### src/rtl/mem_access_arbiter.sv
// rtl/mem_access_arbiter.sv - shares the memory request port between ICache fill and DCache MSHRs
// Optional build macro: MEM_ACCESS_ARB_ICACHE_PRIORITY_EN (ICache wins ties instead of round-robin).
module mem_access_arbiter #(
  parameter int READ_SERIAL_NUM  = 3,
  parameter int WRITE_SERIAL_NUM = 2,
  parameter int ADDR_W           = 32,
  parameter int DATA_W           = 32,
  localparam int SER_W  = (READ_SERIAL_NUM  > 1) ? $clog2(READ_SERIAL_NUM)  : 1,
  localparam int WSER_W = (WRITE_SERIAL_NUM > 1) ? $clog2(WRITE_SERIAL_NUM) : 1,
  localparam int WCNT_W = $clog2(WRITE_SERIAL_NUM + 1)
) (
  input  logic              i_clk,
  input  logic              i_rst_n,
  input  logic              i_ic_req_valid,
  input  logic [ADDR_W-1:0] i_ic_req_addr,
  output logic              o_ic_ack,
  output logic [SER_W-1:0]  o_ic_ack_serial,
  output logic [WSER_W-1:0] o_ic_ack_wserial,
  input  logic              i_dc_req_valid,
  input  logic              i_dc_req_we,
  input  logic [ADDR_W-1:0] i_dc_req_addr,
  input  logic [DATA_W-1:0] i_dc_req_wdata,
  output logic              o_dc_ack,
  output logic [SER_W-1:0]  o_dc_ack_serial,
  output logic [WSER_W-1:0] o_dc_ack_wserial,
  output logic              o_mem_req_valid,
  output logic              o_mem_req_we,
  output logic [ADDR_W-1:0] o_mem_req_addr,
  output logic [DATA_W-1:0] o_mem_req_wdata,
  output logic [SER_W-1:0]  o_mem_req_serial,
  output logic [WSER_W-1:0] o_mem_req_wserial,
  input  logic              i_mem_req_ready,
  input  logic              i_mem_rd_valid,
  input  logic [SER_W-1:0]  i_mem_rd_serial,
  input  logic [DATA_W-1:0] i_mem_rd_data,
  input  logic              i_mem_wr_resp_valid,
  input  logic [WSER_W-1:0] i_mem_wr_resp_wserial,
  output logic              o_ic_rd_valid,
  output logic [SER_W-1:0]  o_ic_rd_serial,
  output logic [DATA_W-1:0] o_ic_rd_data,
  output logic              o_dc_rd_valid,
  output logic [SER_W-1:0]  o_dc_rd_serial,
  output logic [DATA_W-1:0] o_dc_rd_data,
  output logic              o_dc_wr_resp_valid,
  output logic [WSER_W-1:0] o_dc_wr_resp_wserial,
  output logic              o_protocol_error
);

  logic [READ_SERIAL_NUM-1:0] r_free_vec;
  logic [READ_SERIAL_NUM-1:0] r_owner;
  logic [WCNT_W-1:0]          r_wr_count;
  logic [WSER_W-1:0]          r_wr_ptr;
  logic                       r_err;
  logic                       r_mem_valid;
  logic                       r_mem_we;
  logic [ADDR_W-1:0]          r_mem_addr;
  logic [DATA_W-1:0]          r_mem_wdata;
  logic [SER_W-1:0]           r_mem_serial;
  logic [WSER_W-1:0]          r_mem_wserial;
`ifndef MEM_ACCESS_ARB_ICACHE_PRIORITY_EN
  logic                       r_rr_dc;
`endif

  logic [(2**SER_W)-1:0] w_free_pad;
  logic [(2**SER_W)-1:0] w_owner_pad;
  logic [SER_W-1:0]      w_alloc_idx;
  logic                  w_rd_avail;
  logic                  w_wr_avail;
  logic                  w_oreg_free;
  logic                  w_ic_elig;
  logic                  w_dc_elig;
  logic                  w_grant_ic;
  logic                  w_grant_dc;
  logic                  w_grant_rd;
  logic                  w_grant_wr;
  logic                  w_rd_hit;
  logic                  w_wr_hit;

  // Serial indices beyond READ_SERIAL_NUM read as free, so a stray result flags an error.
  always_comb begin
    w_free_pad  = '1;
    w_owner_pad = '0;
    w_free_pad[READ_SERIAL_NUM-1:0]  = r_free_vec;
    w_owner_pad[READ_SERIAL_NUM-1:0] = r_owner;
  end

  always_comb begin
    w_alloc_idx = '0;
    w_rd_avail  = 1'b0;
    for (int i = READ_SERIAL_NUM - 1; i >= 0; i--) begin
      if (r_free_vec[i]) begin
        w_alloc_idx = SER_W'(i);
        w_rd_avail  = 1'b1;
      end
    end
  end

  assign w_wr_avail  = (r_wr_count < WCNT_W'(WRITE_SERIAL_NUM));
  assign w_oreg_free = !r_mem_valid || i_mem_req_ready;
  assign w_ic_elig   = i_ic_req_valid && w_rd_avail;
  assign w_dc_elig   = i_dc_req_valid && (i_dc_req_we ? w_wr_avail : w_rd_avail);

  always_comb begin
    w_grant_ic = 1'b0;
    w_grant_dc = 1'b0;
    if (i_rst_n && w_oreg_free) begin
`ifdef MEM_ACCESS_ARB_ICACHE_PRIORITY_EN
      if (w_ic_elig)      w_grant_ic = 1'b1;
      else if (w_dc_elig) w_grant_dc = 1'b1;
`else
      if (w_ic_elig && (!r_rr_dc || !w_dc_elig)) w_grant_ic = 1'b1;
      else if (w_dc_elig)                        w_grant_dc = 1'b1;
`endif
    end
  end

  assign w_grant_rd = w_grant_ic || (w_grant_dc && !i_dc_req_we);
  assign w_grant_wr = w_grant_dc && i_dc_req_we;
  assign w_rd_hit   = i_mem_rd_valid && !w_free_pad[i_mem_rd_serial];
  assign w_wr_hit   = i_mem_wr_resp_valid && (r_wr_count != '0);

  assign o_ic_ack         = w_grant_ic;
  assign o_ic_ack_serial  = w_grant_ic ? w_alloc_idx : '0;
  assign o_ic_ack_wserial = '0;
  assign o_dc_ack         = w_grant_dc;
  assign o_dc_ack_serial  = (w_grant_dc && !i_dc_req_we) ? w_alloc_idx : '0;
  assign o_dc_ack_wserial = w_grant_wr ? r_wr_ptr : '0;

  assign o_ic_rd_valid        = w_rd_hit && w_owner_pad[i_mem_rd_serial];
  assign o_ic_rd_serial       = o_ic_rd_valid ? i_mem_rd_serial : '0;
  assign o_ic_rd_data         = o_ic_rd_valid ? i_mem_rd_data : '0;
  assign o_dc_rd_valid        = w_rd_hit && !w_owner_pad[i_mem_rd_serial];
  assign o_dc_rd_serial       = o_dc_rd_valid ? i_mem_rd_serial : '0;
  assign o_dc_rd_data         = o_dc_rd_valid ? i_mem_rd_data : '0;
  assign o_dc_wr_resp_valid   = w_wr_hit;
  assign o_dc_wr_resp_wserial = w_wr_hit ? i_mem_wr_resp_wserial : '0;

  assign o_mem_req_valid   = r_mem_valid;
  assign o_mem_req_we      = r_mem_we;
  assign o_mem_req_addr    = r_mem_addr;
  assign o_mem_req_wdata   = r_mem_wdata;
  assign o_mem_req_serial  = r_mem_serial;
  assign o_mem_req_wserial = r_mem_wserial;
  assign o_protocol_error  = r_err;

  // A serial released this cycle is only visible to allocation from the next cycle.
  always_ff @(posedge i_clk or negedge i_rst_n) begin
    if (!i_rst_n) begin
      r_free_vec <= '1;
      r_owner    <= '0;
    end else begin
      for (int i = 0; i < READ_SERIAL_NUM; i++) begin
        if (w_rd_hit && i_mem_rd_serial == SER_W'(i)) r_free_vec[i] <= 1'b1;
        if (w_grant_rd && w_alloc_idx == SER_W'(i)) begin
          r_free_vec[i] <= 1'b0;
          r_owner[i]    <= w_grant_ic;
        end
      end
    end
  end

  always_ff @(posedge i_clk or negedge i_rst_n) begin
    if (!i_rst_n) begin
      r_wr_count <= '0;
      r_wr_ptr   <= '0;
      r_err      <= 1'b0;
    end else begin
      if (w_grant_wr && !w_wr_hit)      r_wr_count <= r_wr_count + 1'b1;
      else if (!w_grant_wr && w_wr_hit) r_wr_count <= r_wr_count - 1'b1;
      if (w_grant_wr)
        r_wr_ptr <= (r_wr_ptr == WSER_W'(WRITE_SERIAL_NUM - 1)) ? '0 : r_wr_ptr + 1'b1;
      if ((i_mem_rd_valid && !w_rd_hit) || (i_mem_wr_resp_valid && !w_wr_hit))
        r_err <= 1'b1;
    end
  end

`ifndef MEM_ACCESS_ARB_ICACHE_PRIORITY_EN
  always_ff @(posedge i_clk or negedge i_rst_n) begin
    if (!i_rst_n)                      r_rr_dc <= 1'b0;
    else if (w_grant_ic || w_grant_dc) r_rr_dc <= w_grant_ic;
  end
`endif

  always_ff @(posedge i_clk or negedge i_rst_n) begin
    if (!i_rst_n) begin
      r_mem_valid   <= 1'b0;
      r_mem_we      <= 1'b0;
      r_mem_addr    <= '0;
      r_mem_wdata   <= '0;
      r_mem_serial  <= '0;
      r_mem_wserial <= '0;
    end else if (w_grant_ic || w_grant_dc) begin
      r_mem_valid   <= 1'b1;
      r_mem_we      <= w_grant_wr;
      r_mem_addr    <= w_grant_ic ? i_ic_req_addr : i_dc_req_addr;
      r_mem_wdata   <= w_grant_dc ? i_dc_req_wdata : '0;
      r_mem_serial  <= w_grant_rd ? w_alloc_idx : '0;
      r_mem_wserial <= w_grant_wr ? r_wr_ptr : '0;
    end else if (i_mem_req_ready) begin
      r_mem_valid <= 1'b0;
    end
  end

endmodule

### config.mk
export PLATFORM = sky130hd
export DESIGN_NAME = mem_access_arbiter
export DESIGN_NICKNAME = d
export VERILOG_FILES = /design/src/rtl/mem_access_arbiter.sv
export SDC_FILE = /design/constraint.sdc
export NUM_CORES = 1
export LEC_CHECK = 0
export ABC_AREA = 1
export CAP_MARGIN = 0
export CORE_MARGIN = 10
export CORE_UTILIZATION = 38
export CTS_CLUSTER_SIZE = 24
export DETAILED_ROUTE_END_ITERATION = 7
export GPL_TIMING_DRIVEN = 0
export PLACE_DENSITY = 0.88
export REMOVE_ABC_BUFFERS = 1
export SYNTH_ARGS = -nofsm -noshare
export SYNTH_HDL_FRONTEND = slang
export SYNTH_SLANG_ARGS = --single-unit
### constraint.sdc
create_clock -name i_clk -period 4.56 [get_ports i_clk]
set_input_delay 0.912 -clock i_clk [delete_from_list [all_inputs] [get_ports i_clk]]
set_output_delay 0.912 -clock i_clk [all_outputs]
set_load 0.01 [all_outputs]
==> Word-level counts from Yosys, hierarchy flattened <==
Index checks and enable logic that the tools add are counted.
{ "totals": {"regBits": 80, "inputBits": 139} }
{ "classes": {"n_addsub": 3, "order_cmp": 2, "eq_ne": 4, "n_mux": 38, "n_reduce_logical": 42} }
{ "ops": {"columns": ["operator", "n"], "rows": [
  ["$mux 32", 4],
  ["$mux 1", 22],
  ["$logic_and 1x1->1", 20],
  ["$mux 2", 10],
  ["$reduce_bool 2->1", 6],
  ["$logic_not 1->1", 9],
  ["$logic_or 1x1->1", 5],
  ["$bmux 1 s2", 2],
  ["$eq 2x1->1 const B", 2],
  ["$eq 2x2->1 const B", 2],
  ["$logic_not 2->1", 2],
  ["$lt 2x3->1 const B", 1],
  ["$add 2x1->2 const B", 1],
  ["$lt 2x2->1 const B", 1],
  ["$sub 2x1->2 const B", 1],
  ["$add 1x1->1 const B", 1]
]} }

==> Depth between registers and ports, before layout <==
{ "logic_depth": {"word_depth": 15, "mapped_depth": 10, "mapped_depth_nobuf": 10} }

==> Worst setup path after synthesis <==
Ideal clock, no wire load.
{ "synth_timing": {"kind": "input -> output", "startpoint": "input port i_mem_rd_serial[0]", "endpoint": "output port o_dc_rd_data[24]", "arrival_ps": 1794, "required_ps": 3648, "setup_slack_ps": 1854, "cell_stages": 6, "cell_sequence": "o21ai_0 -> o21ai_2 -> nor2_4 -> inv_4 -> buf_6 -> nor3_1"} }
{ "synth_via": {"elab_chain_len": 6} }
{ "synth_lines": {"columns": ["item", "line", "text"], "rows": [
  ["from (decl)", "34", "input logic [SER_W-1:0] i_mem_rd_serial,"],
  ["$bmux 1 s2", "119", "assign w_rd_hit = i_mem_rd_valid && !w_free_pad[i_mem_rd_serial];"],
  ["$mux 1 (implied by the code)", "119", null],
  ["$logic_not 1->1", "119", null],
  ["$logic_and 1x1->1", "119", null],
  ["$logic_and 1x1->1 *", "132", "assign o_dc_rd_valid = w_rd_hit && !w_owner_pad[i_mem_rd_serial];"],
  ["$mux 32 *", "134", "assign o_dc_rd_data = o_dc_rd_valid ? i_mem_rd_data : '0;"],
  ["to (decl)", "43", "output logic [DATA_W-1:0] o_dc_rd_data,"]
]} }
Every way passes the cells marked *; elsewhere a longest branch is shown, timed or not. The select of a mux whose other input is x is not followed.

==> Worst setup path after layout <==
{ "layout_timing": {"startpoint": "input port i_dc_req_valid", "endpoint": "output port o_dc_ack"} }
{ "layout_via": {"elab_chain_len": 6} }
{ "layout_lines": {"columns": ["item", "line", "text"], "rows": [
  ["from (decl)", "19", "input logic i_dc_req_valid,"],
  ["$logic_and 1x1->1 *", "101", "assign w_dc_elig = i_dc_req_valid && (i_dc_req_we ? w_wr_avail : w_rd_avail);"],
  ["$logic_not 1->1", "111", "if (w_ic_elig && (!r_rr_dc || !w_dc_elig)) w_grant_ic = 1'b1;"],
  ["$logic_or 1x1->1", "111", null],
  ["$logic_and 1x1->1", "111", null],
  ["$mux 1 *", "111", null],
  ["$mux 1 *", "106", "if (i_rst_n && w_oreg_free) begin"],
  ["to (decl)", "23", "output logic o_dc_ack,"]
]} }
Every way passes the cells marked *; elsewhere a longest branch is shown, timed or not.

==> run_results.csv <==
group,metric,value,unit
run_status,status,"finished clean",
floorplanning,initial_utilization,0.394,
grt,use_met3,0.0661,
timing,finalCritPeriodShare,0.948,
routing,drcViolationCount,0,
setup_path,end_kind,"output pin",
setup_path,crit_required,3.65,ns
routing,wire_per_inst,17.6,um
timing,timing.final.ws_setup,0.238,ns
cells_and_area,multi_input_area,1690,um^2
clocking,root_buffer,"clkbuf_8",
setup_path,rrSetupSlack,2.00,ns
grt,use_met1,0.235,
routing,drt_wl_total,16.6,mm
routing,drt_iter0_drc,275,
yosys,netlist_area,4100,um^2
routing,ant_nets,0,
cells_and_area,nNetsFinal,946,
clocking,clock-sinks,80,
timing,slew_headroom,0.252,
timing,rsz0062_at_grt,"false",
clocking,cts_hold_buffers,0,
yosys,post_synth.cell_area_avg,7.65,um^2
yosys,synth_edf_count,0,
power_and_ir_drop,total_power,3.25,mW
setup_path,startpoint_type,"input port",
power_and_ir_drop,power.density,454,nW/um^2
timing,tns,0,ns
grt,grt_max_degree,70,
grt,track_usage,0.198,
setup_path,path_class,"in2out",
setup_path,crit_chain,"clkdlybuf4s50_1 > inv_1 > a21oi_2 > nand2_1 > nor2_4 > nand2_1 > clkinv_2 > clkdlybuf4s50_1",
cells_and_area,final_common_cell,"clkdlybuf4s50_1",
setup_path,crit_slowest_cell,"clkdlybuf4s50_1",
routing,drt-vias-per-instance,4.81,
placed_design,place_ws,-0.183,ns
timing,fmax,0.231,GHz
cells_and_area,final_cell_mix,"clkdlybuf4s50_1 (286), nand2_1 (187), dfrtp_1 (77), nand3_1 (71), inv_1 (53)",
clocking,clock_path_buffers,2,
setup_path,crit_arrival,3.41,ns
yosys,ys_types,31,
floorplanning,core.rowCount,37,
setup_path,path_delay_family,"buffers and inverters",
cells_and_area,regArea,2010,um^2
yosys,synth-seq-cells,80,
run,cap_viol_max_count,0,
cells_and_area,area_growth_syn_to_layout,74.9,%
timing,fin_worst_skew,0.0210,ns
grt,grt_pass1_wl,23.8,mm
cells_and_area,drive_above_1_share,0.0543,
floorplanning,fp.coreArea,10400,um^2
setup_path,cpPeakStageDelay,0.62,ns
clocking,clk_latency,0.36,ns
yosys,ys_async_sr_fraction,1.00,
timing,tightestPinTransition,1.12,ns
timing,fin_crit,4.32,ns
floorplanning,io_pins,289,
clocking,tritoncts,"built",
clocking,cts_setup_buffers,0,
yosys,yosysSeqAreaShare,0.489,
timing,slew_violations,0,
floorplanning,die_area,15300,um^2
setup_path,crit_path_max_fanout,33,
grt,grt_pass1_vias,4281,
clocking,h-tree-depth,3,
grt,use_met2,0.335,
cells_and_area,diodes,0,
power_and_ir_drop,p_leak,3.32,nW
clocking,cts_buffers,9,
yosys,synthCells,536,
hold_path,hp-class,"in2async",
timing,setup_viol,0,
yosys,ys.flop_type,"dfrtp_1",
grt,gr-total-overflow,0,
yosys,yosysWarnings,0,
placed_design,gp_congestion,0.917,
floorplanning,dieWidth,124,um
grt,antenna_found_initial,0,
routing,vias,4558,
placed_design,hpwl,13.0,mm
timing,hold_viol_final,0,
routing,firstDrtPassIters,5,
clocking,clkSlewWorstSetupHoldPaths,0.10,ns
cells_and_area,fillCellCount,827,
setup_path,critPathBufInv,4,
power_and_ir_drop,peakVddDrop,274,uV
grt,grt.busiest_layer,"met2",
floorplanning,die_h,124,um
placed_design,portBuffers,287,
==> synthesized netlist by cell type (3+ instances only) <==
library cell  number  area (um^2)
nand2_1          187          702
dfrtp_1           77         1930
nand3_1           72          360
inv_1             53          199
nor2_1            46          173
nor3_1            29          145
buf_2             12         60.1
buf_6              9          101
buf_4              7         52.6
nor3_2             5         50.1
a21oi_1            3         15.0
dfstp_2            3         78.8
inv_2              3         11.3
o21ai_0            3         15.0
==> where the power goes <==
part | total, mW | switching [mW] | internal (mW) | leakage [nW]
Clock | 0.494 | 0.286 | 0.207 | 0.0848
Sequential | 1.17 | 0.167 | 1.01 | 1.01
Combinational | 1.59 | 0.782 | 0.805 | 2.22
==> cell families after synthesis <==
logic type | share of synthesized area
flip-flops | 0.489
other | 0.000915
XOR/XNOR | 0.00641
adder cells (fa/ha/maj) | 0.00305
buffers and inverters | 0.108
AND/OR/NAND/NOR | 0.368
AO/OA/AOI/OAI | 0.0241
==> metrics by stage <==
stage	hold WS (ns)	instances	util	cell area, um^2
2_1_floorplan	0.442	506	-	3880
3_3_place_gp	0.454	929	0.665	6920
3_5_place_dp	0.459	930	0.667	6950
4_1_cts	0.480	947	0.686	7150
5_1_grt	0.498	947	0.688	7170
6_report	0.476	947	0.688	7170
==> area by class of cell <==
cell class | count | area share
multi-input cells | 369 | 0.235
clock buffers | 9 | 0.0173
well taps | 136 | 0.0237
repair buffers | 288 | 0.404
flip-flops and latches | 80 | 0.280
inverters | 58 | 0.0316
clock inverters | 7 | 0.00838
==> worst register-to-register path, stage by stage, from the launching register on <==
cell     delay [ns]
dfrtp_1        0.35
inv_1          0.06
o21ai_2        0.28
inv_1          0.15
nand3_4        0.41
nand2_1        0.13
inv_2          0.81
o21ai_0        0.22
==> metal layers <==
| layer | part of all wire | vias to the layer above | wire (um) |
|---|---|---|---|
| met2 | 0.50 | 192 | 8390 |
| met1 | 0.38 | 2135 | 6270 |
| met4 | 0.019 | 0 | 319 |
| met5 | 0 | - | 0 |
| li1 | - | 2211 | - |
| met3 | 0.10 | 20 | 1660 |
==> timing repair <==
| item | 4_1_cts | 5_1_grt |
|---|---|---|
| pin swaps | 1 | 0 |
| endpoints found under the setup margin | 2 | 39 |
| resized for setup | 1 | 4 |
| cloned | 1 | 0 |
==> worst paths after layout <==
check                                   startpoint  cells after the start                   to
min in group i_clk              o_mem_req_wdata[3]                      2   o_mem_req_wdata[3]
max in group asynchronous                  i_rst_n                      2        r_free_vec[1]
worst min register to register  o_mem_req_wdata[3]                      2   o_mem_req_wdata[3]
worst min-delay path                       i_rst_n                      1  o_mem_req_wdata[31]
worst max register to register     o_mem_req_valid                      7      o_mem_req_valid
worst max-delay path                i_dc_req_valid                      8             o_dc_ack
==> flip-flops by register name, summed over array words and instances (netlist names) <==
name               flops
o_mem_req_wserial      1
r_wr_ptr               1
o_mem_req_serial       2
o_mem_req_addr        32
o_mem_req_we           1
r_free_vec             3
o_protocol_error       1
o_mem_req_valid        1
r_rr_dc                1
o_mem_req_wdata       32
r_owner                3
r_wr_count             2
Power figures use the tool's default switching activity.
